<file path="src/rtl/aes_inv_round_sequencer.sv">
// Round sequencer for the AES inverse cipher: fetches round keys Nr..0 and issues one datapath step per round.
// Optional AES_KEYLEN_SEL_EN adds a key_len input that selects Nr = 10/12/14; otherwise Nr is fixed at 14.
module aes_inv_round_sequencer (
    input  logic       clk,
    input  logic       rst_n,
    input  logic       start,
    input  logic       abort,
    input  logic       rk_valid,
    input  logic       step_done,
`ifdef AES_KEYLEN_SEL_EN
    input  logic [1:0] key_len,
`endif
    output logic       rk_req,
    output logic [3:0] rk_idx,
    output logic       step,
    output logic [1:0] op,
    output logic [3:0] round,
    output logic       busy,
    output logic       done
);

    localparam logic [3:0] NR_MAX = 4'd14;

    localparam logic [1:0] OP_ADD_KEY = 2'b00;
    localparam logic [1:0] OP_FULL    = 2'b01;
    localparam logic [1:0] OP_FINAL   = 2'b10;

    typedef enum logic [1:0] {
        S_IDLE,
        S_FETCH,
        S_EXEC,
        S_DONE
    } state_e;

    state_e     state_q, state_d;
    logic [3:0] round_q, round_d;
    logic       step_q,  step_d;
    logic [3:0] nr_sel;

`ifdef AES_KEYLEN_SEL_EN
    logic [3:0] nr_q, nr_d;

    always_comb begin
        case (key_len)
            2'b00:   nr_sel = 4'd10;
            2'b01:   nr_sel = 4'd12;
            default: nr_sel = 4'd14;
        endcase
    end
`else
    logic [3:0] nr_q;

    assign nr_sel = NR_MAX;
    assign nr_q   = NR_MAX;
`endif

    // NOTE: sequential state uses non-blocking assignments only, so every register
    // samples the pre-edge values of its peers regardless of process ordering.
    always_ff @(posedge clk or negedge rst_n) begin
        if (!rst_n) begin
            state_q <= S_IDLE;
            round_q <= 4'd0;
            step_q  <= 1'b0;
        end else begin
            state_q <= state_d;
            round_q <= round_d;
            step_q  <= step_d;
        end
    end

`ifdef AES_KEYLEN_SEL_EN
    // Nr is latched only on an accepted start so later key_len changes cannot disturb a run.
    always_ff @(posedge clk or negedge rst_n) begin
        if (!rst_n) begin
            nr_q <= NR_MAX;
        end else begin
            nr_q <= nr_d;
        end
    end
`endif

    // NOTE: every variable gets a default before the case so no path can infer a latch.
    always_comb begin
        state_d = state_q;
        round_d = round_q;
        step_d  = 1'b0;
`ifdef AES_KEYLEN_SEL_EN
        nr_d    = nr_q;
`endif
        if (abort && (state_q != S_IDLE)) begin
            state_d = S_IDLE;
            round_d = 4'd0;
        end else begin
            case (state_q)
                S_IDLE: begin
                    if (start && !abort) begin
                        state_d = S_FETCH;
                        round_d = nr_sel;
`ifdef AES_KEYLEN_SEL_EN
                        nr_d    = nr_sel;
`endif
                    end
                end
                S_FETCH: begin
                    if (rk_valid) begin
                        state_d = S_EXEC;
                        step_d  = 1'b1;
                    end
                end
                S_EXEC: begin
                    if (step_done) begin
                        if (round_q == 4'd0) begin
                            state_d = S_DONE;
                        end else begin
                            state_d = S_FETCH;
                            round_d = round_q - 4'd1;
                        end
                    end
                end
                S_DONE: begin
                    state_d = S_IDLE;
                end
                default: begin
                    state_d = S_IDLE;
                    round_d = 4'd0;
                end
            endcase
        end
    end

    // op is only meaningful in EXEC; elsewhere it rests at AddRoundKey (the reset value).
    always_comb begin
        op = OP_ADD_KEY;
        if (state_q == S_EXEC) begin
            if (round_q == nr_q) begin
                op = OP_ADD_KEY;
            end else if (round_q == 4'd0) begin
                op = OP_FINAL;
            end else begin
                op = OP_FULL;
            end
        end
    end

    assign rk_req = (state_q == S_FETCH);
    assign rk_idx = round_q;
    assign round  = round_q;
    assign step   = step_q;
    assign busy   = (state_q != S_IDLE);
    assign done   = (state_q == S_DONE);

endmodule

</file>
<file path="config.mk">
export PLATFORM = sky130hd
export DESIGN_NAME = aes_inv_round_sequencer
export DESIGN_NICKNAME = d
export VERILOG_FILES = /design/src/rtl/aes_inv_round_sequencer.sv
export SDC_FILE = /design/constraint.sdc
export NUM_CORES = 1
export LEC_CHECK = 0
export BUFFER_PORTS_ARGS = -buffer_cell sky130_fd_sc_hd__clkbuf_2
export CAP_MARGIN = 10
export CORE_AREA = 2 2 39 41
export CTS_BUF_LIST = sky130_fd_sc_hd__clkbuf_8
export CTS_CLUSTER_SIZE = 40
export DETAILED_ROUTE_END_ITERATION = 7
export DIE_AREA = 0 0 41 43
export PLACE_DENSITY = 0.7
export SETUP_SLACK_MARGIN = 0.05
export SLEW_MARGIN = 10
export SYNTH_ARGS = -nofsm -noshare
export SYNTH_HDL_FRONTEND = slang
export SYNTH_SLANG_ARGS = --single-unit
</file>
<file path="constraint.sdc">
create_clock -name clk -period 5.44 [get_ports clk]
set_clock_uncertainty 0.1 [all_clocks]
set_input_delay 0.272 -clock clk [delete_from_list [all_inputs] [get_ports clk]]
set_output_delay 0.272 -clock clk [all_outputs]
set_load 0.02 [all_outputs]
</file>
After elaboration in Yosys (flattened, before gate mapping):

Cells that the tools add are included.

* add/subtract/negate cells: 1
* equal/unequal tests: 8
* multiplexer cells: 17
* reduce and logical (&&, ||, !) cells: 9

Operators by type and width (count)
* $mux W2: 8
* $mux W4: 4
* $ne A3 B3 Y1 const B: 3
* $pmux W2 S4: 1
* $pmux W4 S2: 1
* $eq A2 B2 Y1 const B: 2
* $eq A4 B4 Y1 const B: 1
* $logic_not A4 Y1: 1
* $reduce_and A4 Y1: 1
* $sub A4 B1 Y4 const B: 1
* $mux W1: 3
* $ne A3 B2 Y1 const B: 1
* $reduce_and A3 Y1: 1
* $reduce_bool A3 Y1: 1
* $eq A2 B1 Y1 const B: 1
* $logic_and A1 B1 Y1: 2
* $logic_not A2 Y1: 1
* $reduce_bool A2 Y1: 1
* $logic_not A1 Y1: 1

* bits in registers: 7
* logic and storage cells: 38

Longest topological paths before layout:

Gate-level depths: netlist of run 1.

* word-level depth: 5
* depth in mapped cells: 6
* depth with buffers taken out: 6

Worst setup path after synthesis of run 1:

No wires, ideal clock.

* path type: register to register
* from: register round_q[0] (netlist: rk_idx[0])
* to: register round_q[3] (netlist: rk_idx[3])
* library setup time: 130 ps
* arrival time: 1769 ps
* required time: 5210 ps
* path slack: 3440 ps
* stages on the path, launching flop included: 7
* path buffers: 0
* clock period less this slack: 2000 ps
* cells stage by stage: dfrtp_1 > inv_1 > ha_1 > or3b_4 > a311o_4 > a21oi_1 > a21oi_1

* longest elaborated chain between the ends: 5
* elaborated cells between the ends (all ways): 8

RTL lines
* start, declared: RTL line 36 `logic [3:0] round_q, round_d;`
* start signal, assigned: RTL line 66 `round_q <= round_d;`
* $sub A4 B1 Y4: RTL line 116 `round_d = round_q - 4'd1;`
* $mux W4: RTL line 112 `if (round_q == 4'd0) begin`
* $mux W4: RTL line 111 `if (step_done) begin`
* $pmux W4 S2: RTL line 94 `case (state_q)`
* $mux W4: RTL line 90 `if (abort && (state_q != S_IDLE)) begin`

Parallel ways exist; a longest one is shown, timed or not. The select of a mux whose other input is x is not followed.
A chain may end at the register's enable or synchronous reset.

Worst setup path in the final report of run 1:

Same ends and word-level chain as after synthesis.

==> results.md, run 1 <==
- The power per unit of standard cell area is 341 mW/mm^2.
- The row count is 14.
- The number of gates resized after CTS is 0.
- For this design, the sink count on the clock tree is 7.
- The proportion of netlist area held by the largest area contributor is 0.374.
- The async set-reset flop share out of synthesis is 1.00.
- The final setup violation count is 0.
- After detailed routing, the average wire length per cell comes to 11.8 um.
- In the routed layout, each cell is associated on average with a via count of 5.07.
- The starting density of the core is 0.338.
- The number of max-slew violations in the final report is 0.
- For this run the aggregate overflow at the end of global routing stands at 0.
- Input and output buffers added on the ports amount to 19.
- The aggregate routed wire length is 1050 um.
- In the final design database the tool counted 82 nets.
- Counting tap cells, the placed design contains a total of 84 instances.
- The number of diodes is 0.
- The number of flops mapped to enable cells by yosys is 0.
- Registers take 175 um^2.
- The floorplan die height is 43 um.
- The filler cells instantiated in the layout total 153.
- The data arrival at the endpoint of the critical path is 2.06 ns.
- The fraction of final layout cells sized beyond drive strength 1 is 0.370.
- The share of the Yosys chip area taken by registers is 0.374.
- The worst pin sits at a relative slew slack of 0.606.
- The maximum fanout count along the critical path is 8.
- The synthesized netlist contains 23 unique library cells.
- The number of antenna violations at the first check in global routing is 0.
- The run finished with clean final reports.
- The H-tree depth is 1.
- Based on the critical path, the design can be clocked at up to 0.486 GHz.
- The shortest period the worst path allows is 2.06 ns.
- STA classifies the critical path endpoint as a register.
- Of the total power, combinational logic draws 0.311.
- Of the available clock period, the critical path in the final layout requires 0.378.
- The synthesized area per cell is 8.67 um^2.
- The total via count in the routed design is 451.
- Max-cap violations in this run came to 0.
- The relative contribution of sequential cells to total power is 0.352.
- Sorting the synthesized cells by area gives the leading types as dfrtp_1 37%, buf_4 8.0%, a21oi_1 7.5%, nand2_1 7.2%, ha_1 5.3%.
- The cell sitting at the root of the clock tree is a clkbuf_8.
- The synthesized netlist cell count is 54.
- The critical setup path kind is reg -> reg.
- The slew at the pin with the worst max-slew slack is 0.590 ns.
- Compared with the post-synthesis result, the final layout area differs by 28.3%.
- The via count of the first global-routing pass is 398.
- The global-route wire length before repair is 1700 um.
- The worst hold path class is in -> reg.
- After the flow finishes, the layout carries non-filler instances totaling 89.
- The worst setup path is launched from a register.
- The pin count of the biggest net entering global routing is 10.
- The power spent charging and discharging nets is 0.0000724 W.
- The number of register bits inferred by synthesis is 7.
- The number of top-level pins is 20.
- The largest buffer count on any clock path is 2.
- Of the total power, the clock network draws 0.337.
- After clock tree synthesis, the clock-pin slew on the worst setup and hold paths is 0.04 ns.
- The synthesized netlist net count is 62.
- The length of the first detailed-routing pass in iterations is 4.
- The reg-to-reg startpoint is rk_idx[0].
- The final hold slack is 0.194 ns.
- The synthesized design spends more area on one cell type than any other, namely dfrtp_1.
- The setup check on the worst reg-to-reg path leaves a slack of 3.38 ns.
- The combined area of all synthesized cells is 468 um^2.
- The Yosys step of the flow raised 0 warnings.
- The congestion estimate from routability-driven global placement came to 0.750.
- Setup repair after global routing left no endpoint under its margin.
- The internal portion of total power is 0.000132 W.
- The required time reported for the critical path endpoint is 5.44 ns.
- The clock insertion delay at the later pin of the skew report is 0.22 ns.
- The worst-case IR drop observed on VDD is 220 uV.
- The leakage dissipation is 0.301 nW.
- The die covers 0.00176 mm^2.
- The commonest register cell after synthesis is dfrtp_1.
- The count of nets left with antenna violations after detail routing is 0.
- The final total negative setup slack is 0 ns.
- In this run the most critical hold path is launched from rk_valid.
- The final hold violation count is 0.
- The clock tree from TritonCTS is built.
- After floorplanning, the core was sized to cover 0.00138 mm^2.
- Overall power consumption after layout is estimated at 0.000205 W.
- Measured along the x axis, the die boundary spans 41 um.
- For this run, design rule violations remaining after detail routing come to 0.
- The post-CTS repair timing setup buffer count is 0.
- Of the total power, the share spent switching nets is 0.354.
- The number of buffers created by CTS is 3.
- The area of combinational cells with multiple inputs is 248 um^2.
- The all-layer global routing usage is 0.145.
- The first routing iteration left 2 violations.
- The launch point of the critical path is rk_idx[0].
## area by class of cell
class	instances	share of cell area
sequential	7	0.292
clock buffer	3	0.0687
timing repair buffer	20	0.175
inverter	2	0.0125
tap	16	0.0333
multi-input combinational	40	0.413
clock inverter	1	0.00625
## power groups by stage
stage          clock network [W]  logic [W]  registers (W)
6_report               0.0000690  0.0000636      0.0000721
5_1_grt                0.0000753  0.0000719      0.0000738
4_1_cts                0.0000717  0.0000646      0.0000723
3_5_place_dp                   0  0.0000638      0.0000730
3_3_place_gp                   0  0.0000626      0.0000721
2_1_floorplan                  0  0.0000433      0.0000768
## what timing repair did
action,4_1_cts,5_1_grt
hold buffers,1,0
endpoints found under the setup margin,0,0
hold endpoints to repair,7,0
## worst max-delay path, cell delays in order, from the launching register on
cell and delay, ns:
dfrtp_1 0.42, inv_1 0.13, ha_1 0.19, or3b_4 0.42, a311o_4 0.46, a21oi_1 0.15
a21oi_1 0.06
## per-stage QoR
step | area (um^2) | util | worst slack, ns
3_5_place_dp | 546 | 0.394 | 3.38
4_1_cts | 601 | 0.434 | 3.37
3_3_place_gp | 546 | 0.394 | 3.48
5_1_grt | 601 | 0.434 | 3.28
2_1_floorplan | 468 | - | 3.44
6_report | 601 | 0.434 | 3.38
## placed cells by master, fill, tap and decap left out
master,netlist,routed
nand2b_1,1,1
a311o_4,1,1
nand2_1,9,9
inv_1,2,3
nor2_1,4,4
dfrtp_1,7,7
and2_1,1,1
a31oi_1,1,1
o21ai_1,2,2
dlygate4sd3_1,0,1
nor3_1,1,1
ha_1,2,2
or3b_4,1,1
nor4b_1,1,1
a21oi_1,7,7
o21ai_0,1,1
or2_2,1,1
o31ai_1,1,1
clkbuf_2,0,19
a211oi_1,1,1
o21a_2,1,1
nor2b_1,2,2
or2b_2,1,1
o41ai_1,1,1
clkbuf_8,0,3
## path summary, 6_finish.rpt
path	end	cells after the start
min in group asynchronous	rk_idx[1]	2
min	step	3
max	rk_idx[3]	6
min reg2reg	rk_idx[0]	3
max in group asynchronous	step	2
max reg2reg	rk_idx[3]	6
## synth_stat cells (2+ instances only)
| master | number |
|---|---|
| inv_1 | 2 |
| dfrtp_1 | 7 |
| o21ai_1 | 2 |
| a21oi_1 | 7 |
| buf_4 | 5 |
| nand2_1 | 9 |
| ha_1 | 2 |
| nor2_1 | 4 |
| nor2b_1 | 2 |
## registers in the layout, indices dropped and copies added (netlist names)
name and count:
rk_idx 4, step 1, state_q 2
## logic make-up after synthesis
kind of cell,Yosys count,synth area share
DFF,7,0.374
buffers and inverters,7,0.0963
and+or+nand+nor,22,0.243
adders and majority gates,2,0.0535
AOI/OAI and AO/OA,16,0.233
## routing by layer
layer  global-route usage  routed length [um]
met2                0.228                 525
met1                0.173                 446
met3               0.0942                  76
met4                    0                   0
met5                    0                   0
(Power assumes the default switching activity.)
==> run 2: changes to the inputs <==
--- a/config.mk
+++ b/config.mk
@@ -5,6 +5,7 @@
 export SDC_FILE = /design/constraint.sdc
 export NUM_CORES = 1
 export LEC_CHECK = 0
+export ABC_AREA = 1
 export BUFFER_PORTS_ARGS = -buffer_cell sky130_fd_sc_hd__clkbuf_2
 export CAP_MARGIN = 10
 export CORE_AREA = 2 2 39 41
@@ -12,7 +13,7 @@
 export CTS_CLUSTER_SIZE = 40
 export DETAILED_ROUTE_END_ITERATION = 7
 export DIE_AREA = 0 0 41 43
-export PLACE_DENSITY = 0.7
+export PLACE_DENSITY = 0.75
 export SETUP_SLACK_MARGIN = 0.05
 export SLEW_MARGIN = 10
 export SYNTH_ARGS = -nofsm -noshare
==> constraint.sdc (replaced) <==
create_clock -name clk -period 1.9 [get_ports clk]
set_clock_uncertainty 0.1 [all_clocks]
set_input_delay 0.095 -clock clk [delete_from_list [all_inputs] [get_ports clk]]
set_output_delay 0.095 -clock clk [all_outputs]
set_load 0.02 [all_outputs]
==> results.md, run 2 <==
- Result of the run: finished clean (unchanged).
- The number of diodes is 0 (unchanged).
- The number of top-level pins is 20 (unchanged).
- The synthesized netlist net count is 91 (was 62).
- The number of flops mapped to enable cells by yosys is 0 (unchanged).
- The worst vdd rail ir drop was 960 uV (was 220 uV).
- The headroom to the max-slew limit is 0.816 (was 0.606).
- The kind of capture point of the worst setup path is an output port (was register).
- The pin count of the biggest net entering global routing is 8 (was 10).
- The cell type contributing the most total cell area after synthesis is dfrtp_1 (unchanged).
- The clock tree from TritonCTS is built (unchanged).
- Most frequent cells in the layout: 29 x nand2_1, 18 x clkbuf_2, 12 x nor2_1 (was 19 x clkbuf_2, 9 x nand2_1, 7 x a21oi_1, 7 x dfrtp_1, 4 x nor2_1).
- The width of the die is 41 um (unchanged).
- The clock edge transition at the registers on the reported setup and hold paths is 0.04 ns (about the same).
- The number of design-rule violations left by the first detailed-router iteration is 17 (was 2).
- The floorplan die area was 0.00176 mm^2 (unchanged).
- The floorplan die height is 43 um (unchanged).
- Dividing the final minimum period by the clock period gives 0.893.
- The total chip power is 0.00129 W (was 0.000205 W).
- The synthesized area per cell is 6.44 um^2 (was 8.67 um^2).
- The async set-reset flop share out of synthesis is 1.00 (unchanged).
- The detail-routed net length per standard cell is 9.65 um (was 11.8 um).
- The worst min-delay path startpoint is step_done (was rk_valid).
- The critical setup path kind is reg -> out (was reg -> reg).
- The number of register bits inferred by synthesis was 7 (unchanged).
- The leakage dissipation is 0.443 nW (was 0.301 nW).
- The length of the first detailed-routing pass in iterations is 4 (unchanged).
- The aggregate routed wire length is 1180 um (was 1050 um).
- The fraction of final layout cells sized beyond drive strength 1 was 0.340 (was 0.370).
- The combined area of all synthesized cells is 534 um^2 (was 468 um^2).
- The clock sink count is 7 (unchanged).
- The count of nets left with antenna violations after detail routing came to 0 (unchanged).
- The number of nets at the end of the flow is 115 (was 82).
- The power per unit of standard cell area is 1820 mW/mm^2 (was 341 mW/mm^2).
- The total DRC errors in the routed layout is 0 (unchanged).
- The worst hold path class is in -> reg (unchanged).
- The combinational share of power is 0.601 (was 0.311).
- The slew at the pin with the worst max-slew slack is 0.275 ns (was 0.590 ns).
- The number of antenna violations at the first check in global routing is 0 (unchanged).
- The final setup violation count is 0 (unchanged).
- The internal portion of total power came to 0.000624 W (was 0.000132 W).
- The cell at the root of the clock tree was clkbuf_8 (unchanged).
- The final total negative setup slack came to 0 ns (unchanged).
- The total of max-cap violations is 0 (unchanged).
- The relative contribution of sequential cells to total power came to 0.246 (was 0.352).
- The total via count in the routed design is 544 (was 451).
- The final design utilization was 0.513 (was 0.434).
- The final RePlAce weighted congestion is 0.853 (was 0.750).
- The maximum fanout count along the critical path is 4 (was 8).
- The required time reported for the critical path endpoint is 1.70 ns (was 5.44 ns).
- The all-layer global routing usage is 0.161 (was 0.145).
- The critical path launch point type was a register (unchanged).
- The HPWL reported at the end of detailed placement is 923 um.
- The number of vias per cell after detailed routing is 4.46 (was 5.07).
- The commonest register cell after synthesis is dfrtp_1 (unchanged).
- The smallest setup slack after layout came to 0.203 ns (was 3.38 ns).
- The reg-to-reg startpoint is rk_idx[0] (unchanged).
- The switching part of the total power is 0.516 (was 0.354).
- The power spent charging and discharging nets is 0.000666 W (was 0.0000724 W).
- The global-route wire length before repair is 1930 um (was 1700 um).
- The number of buffers created by CTS is 3 (unchanged).
- The final hold violation count is 0 (unchanged).
- Most frequent cells after synthesis: 29 x nand2_1, 12 x nor2_1, 10 x inv_1 (was 9 x nand2_1, 7 x a21oi_1, 7 x dfrtp_1).
- The most frequent cell after synthesis is nand2_1 (unchanged).
- The number of warnings printed during yosys synthesis was 0 (unchanged).
- The proportion of netlist area held by the largest area contributor was 0.328 (was 0.374).
- Top area cells in the synthesized netlist: dfrtp_1 33%, nand2_1 20%, nor2_1 8.4%, inv_1 7.0%, buf_4 5.6% (was dfrtp_1 37%, buf_4 8.0%, a21oi_1 7.5%, nand2_1 7.2%, ha_1 5.3%).
- The shortest period the worst path allows is 1.70 ns.
- The via count of the first global-routing pass is 491 (was 398).
- The H-tree depth was 1 (unchanged).
- The most common cell after layout, fill and taps aside is nand2_1 (was clkbuf_2).
- Setup repair after global routing missed its margin: no (unchanged).
- The sequential area share after synthesis is 0.328 (was 0.374).
- The flip-flop count of the largest register after layout came to 4 (unchanged).
- The count of unique library cells instantiated by Yosys came to 16 (was 23).
- The data arrival at the endpoint of the critical path was 1.50 ns (was 2.06 ns).
- The launch point of the critical path was rk_idx[0] (unchanged).
- The relative contribution of the clock network to total power was 0.153 (was 0.337).
- The synthesized netlist cell count was 83 (was 54).
- The number of max-slew violations in the final report came to 0 (unchanged).
- The number of I/O port buffers is 19 (unchanged).
- The row count came to 14 (unchanged).
- The pre-CTS setup slack is 0.340 ns (was 3.38 ns).
- The largest buffer count on any clock path came to 2 (unchanged).
- The area inside the core boundary came to 0.00138 mm^2 (unchanged).
- The clock insertion delay at the later pin of the skew report was 0.22 ns (about the same).
- The starting density of the core is 0.386 (was 0.338).
- The area growth from synthesis to final layout was 32.8% (was 28.3%).
- The global-route congestion overflow total is 0 (unchanged).
- The highest clock frequency the design can meet is 0.589 GHz.
-- run 2: cell count changes after synthesis, moves of 3 or more --
cell and delta:
a21oi_1 -6, inv_1 +8, inv_2 +4, nand2_1 +20
nand2_2 +3, nand3_1 +4, nor2_1 +8
-- run 2: power by group through the flow --
stage                     Clock, W  Sequential [W]  Combinational (W)
after floorplan                  0        0.000344           0.000553
after global placement           0        0.000310           0.000742
after detailed placement         0        0.000316           0.000747
after CTS                 0.000202        0.000315           0.000751
after global routing      0.000213        0.000332           0.000889
final                     0.000197        0.000318           0.000775
-- run 2: final cells by class --
type,instances,area (um^2)
Sequential cell,7,176
Inverter,14,52.6
Timing Repair Buffer,23,133
Tap cell,16,20.0
Fill cell,129,674
Multi-Input combinational cell,58,283
Clock buffer,3,41.3
Clock inverter,1,3.75
-- run 2: worst paths after layout --
check                             endpoint  slack, ns  cells past startpoint
worst max-delay path                 op[0]       0.20                      6
min in group asynchronous        rk_idx[3]       0.16                      2
worst min register to register   rk_idx[0]       0.42                      2
worst max register to register   rk_idx[1]       0.37                      9
worst min-delay path            state_q[1]       0.06                      3
max in group asynchronous        rk_idx[1]       1.36                      2
-- run 2: cell families (layout without fill, tap and decap cells) --
kind of cell    count (synthesis)  count (layout)  synth area share
flops                           7               7             0.328
xor+xnor                        1               1            0.0164
simple gates                   51              51             0.405
buf+inv                        18              41             0.155
compound gates                  4               4            0.0492
fa+ha+maj                       2               2            0.0468
-- run 2: what timing repair did --
item / in CTS / in global routing
setup buffers: 0 / 2
resized for setup: 0 / 4
hold buffers: 2 / 0
endpoints found under the setup margin: 0 / 1
endpoints found under the hold margin: 8 / 0
-- run 2: worst max-delay path, stage by stage, from the launching register on --
cell	delay, ns
dfrtp_1	0.37
inv_1	0.10
ha_1	0.23
nand3_1	0.14
inv_1	0.09
a311oi_2	0.18
buf_4	0.18
-- run 2: layer usage --
metal / vias up / share of wire / GRT usage
met5: - / 0 / 0
met4: 0 / 0 / 0.0200
met3: 0 / 0.059 / 0.0785
met2: 17 / 0.45 / 0.244
met1: 235 / 0.49 / 0.208
li1: 292 / - / -
-- run 2: through the flow --
stage,hold slack [ns],area (um^2),instances
6_report,0.0562,709,122
2_1_floorplan,-0.301,534,83
3_5_place_dp,-0.161,619,114
4_1_cts,0.0561,684,120
5_1_grt,0.0693,709,122
3_3_place_gp,-0.164,619,114
==> run 3: changes to the inputs <==
--- a/config.mk
+++ b/config.mk
@@ -14,6 +14,7 @@
 export DETAILED_ROUTE_END_ITERATION = 7
 export DIE_AREA = 0 0 41 43
 export PLACE_DENSITY = 0.75
+export RECOVER_POWER = 25
 export SETUP_SLACK_MARGIN = 0.05
 export SLEW_MARGIN = 10
 export SYNTH_ARGS = -nofsm -noshare
==> results.md, run 3 (synthesis results as in run 2) <==
- The count of nets left with antenna violations after detail routing was 0 (unchanged).
- The total via count in the routed design is 544 (unchanged).
- The final RePlAce weighted congestion is 0.853 (unchanged).
- The highest clock frequency the design can meet is 0.589 GHz (unchanged).
- The starting density of the core is 0.386 (unchanged).
- The kind of capture point of the worst setup path is an output port (unchanged).
- The most common cell after layout, fill and taps aside is nand2_1 (unchanged).
- The detail-routed net length per standard cell is 9.61 um (was 9.65 um).
- The clock sink count is 7 (unchanged).
- Result of the run: finished clean (unchanged).
- The via count of the first global-routing pass came to 491 (unchanged).
- The pre-CTS setup slack was 0.340 ns (unchanged).
- The cell at the root of the clock tree is clkbuf_8 (unchanged).
- The smallest setup slack after layout is 0.203 ns (unchanged).
- The final setup violation count is 0 (unchanged).
- The number of I/O port buffers is 19 (unchanged).
- The flip-flop count of the largest register after layout came to 4 (unchanged).
- The floorplan die height is 43 um (unchanged).
- The clock insertion delay at the later pin of the skew report came to 0.22 ns (about the same).
- The width of the die was 41 um (unchanged).
- The number of max-slew violations in the final report is 0 (unchanged).
- The number of antenna violations at the first check in global routing was 0 (unchanged).
- The number of diodes was 0 (unchanged).
- The leakage dissipation was 0.440 nW (was 0.443 nW).
- The slew at the pin with the worst max-slew slack is 0.403 ns (was 0.275 ns).
- The HPWL reported at the end of detailed placement is 923 um (unchanged).
- Setup repair after global routing missed its margin: no (unchanged).
- The all-layer global routing usage is 0.161 (unchanged).
- The length of the first detailed-routing pass in iterations is 4 (unchanged).
- The area growth from synthesis to final layout is 32.6% (was 32.8%).
- The total of max-cap violations is 0 (unchanged).
- The final hold violation count is 0 (unchanged).
- The floorplan die area came to 0.00176 mm^2 (unchanged).
- The data arrival at the endpoint of the critical path was 1.50 ns (about the same).
- The H-tree depth came to 1 (unchanged).
- The clock edge transition at the registers on the reported setup and hold paths is 0.04 ns (about the same).
- The power per unit of standard cell area is 1820 mW/mm^2 (about the same).
- The number of vias per cell after detailed routing is 4.46 (unchanged).
- The final total negative setup slack is 0 ns (unchanged).
- The pin count of the biggest net entering global routing is 8 (unchanged).
- Most frequent cells in the layout: 29 x nand2_1, 17 x clkbuf_2, 12 x nor2_1 (was 29 x nand2_1, 18 x clkbuf_2, 12 x nor2_1).
- The global-route congestion overflow total is 0 (unchanged).
- The shortest period the worst path allows came to 1.70 ns (unchanged).
- The required time reported for the critical path endpoint is 1.70 ns (about the same).
- The area inside the core boundary came to 0.00138 mm^2 (unchanged).
- The number of nets at the end of the flow is 115 (unchanged).
- The depth of the worst hold-timing path came to 3 (unchanged).
- The number of design-rule violations left by the first detailed-router iteration came to 17 (unchanged).
- The total DRC errors in the routed layout came to 0 (unchanged).
- The number of buffers created by CTS is 3 (unchanged).
- The largest buffer count on any clock path is 2 (unchanged).
- The critical setup path kind was reg -> out (unchanged).
- The number of top-level pins is 20 (unchanged).
- The global-route wire length before repair is 1930 um (unchanged).
- The clock tree from TritonCTS is built (unchanged).
- The fraction of final layout cells sized beyond drive strength 1 is 0.330 (was 0.340).
- The final clock period utilization by the worst path is 0.893 (unchanged).
- The aggregate routed wire length was 1170 um (was 1180 um).
- The maximum fanout count along the critical path is 4 (unchanged).
- The worst hold path class is in -> reg (unchanged).
- The logic depth of the worst register-to-register path is 9 (unchanged).
- The row count is 14 (unchanged).
- The worst vdd rail ir drop was 959 uV (was 960 uV).
- The critical path launch point type was a register (unchanged).
- The headroom to the max-slew limit is 0.731 (was 0.816).
[run 3: power by group]
| group | internal [W] | total, W | switching (W) |
|---|---|---|---|
| Sequential | 0.000216 | 0.000317 | 0.000101 |
| Clock | 0.000139 | 0.000197 | 0.0000583 |
| Combinational | 0.000269 | 0.000774 | 0.000505 |
[run 3: final cells by class]
cell class	count	area, um^2
Timing Repair Buffer	23	131
Clock buffer	3	41.3
Inverter	14	52.6
Sequential cell	7	176
Clock inverter	1	3.75
Multi-Input combinational cell	58	283
Tap cell	16	20.0
Fill cell	130	676
[run 3: metrics by stage]
stage / util / instances / hold slack (ns) / total power, W / instance area [um^2]
CTS: 0.495 / 120 / 0.0561 / 0.00127 / 684
finish: 0.512 / 122 / 0.0562 / 0.00129 / 708
detailed placement: 0.448 / 114 / -0.161 / 0.00106 / 619
global placement: 0.448 / 114 / -0.164 / 0.00105 / 619
global route: 0.512 / 122 / 0.0693 / 0.00143 / 708
floorplan: - / 83 / -0.301 / 0.000896 / 534
[run 3: per-layer routing]
layer	vias to the layer above	wire length, um	track usage	share of wire
met3	0	69	0.0785	0.059
met2	17	525	0.244	0.45
met1	235	578	0.208	0.49
li1	292	-	-	-
met4	0	0	0.0200	0
met5	-	0	0	0
[run 3: final timing paths]
kind                                    to      start  slack, ns
worst min register to register   rk_idx[0]  rk_idx[0]       0.42
max in group asynchronous        rk_idx[1]      rst_n       1.18
worst min-delay path            state_q[1]  step_done       0.06
worst max register to register   rk_idx[1]  rk_idx[0]       0.37
min in group asynchronous        rk_idx[3]      rst_n       0.22
worst max-delay path                 op[0]  rk_idx[0]       0.20
[run 3: timing repair]
| item | 4_1_cts | 5_1_grt |
|---|---|---|
| endpoints found under the setup margin | 0 | 1 |
| gates resized for setup | 0 | 4 |
| hold endpoints to repair | 8 | 0 |
| buffers inserted | 0 | 2 |
| hold buffers | 2 | 0 |
[run 3: critical path: stages (launching register included)]
cell and delay [ns]:
dfrtp_1 0.37, inv_1 0.10, ha_1 0.23, nand3_1 0.14, inv_1 0.09, a311oi_2 0.18
buf_4 0.18
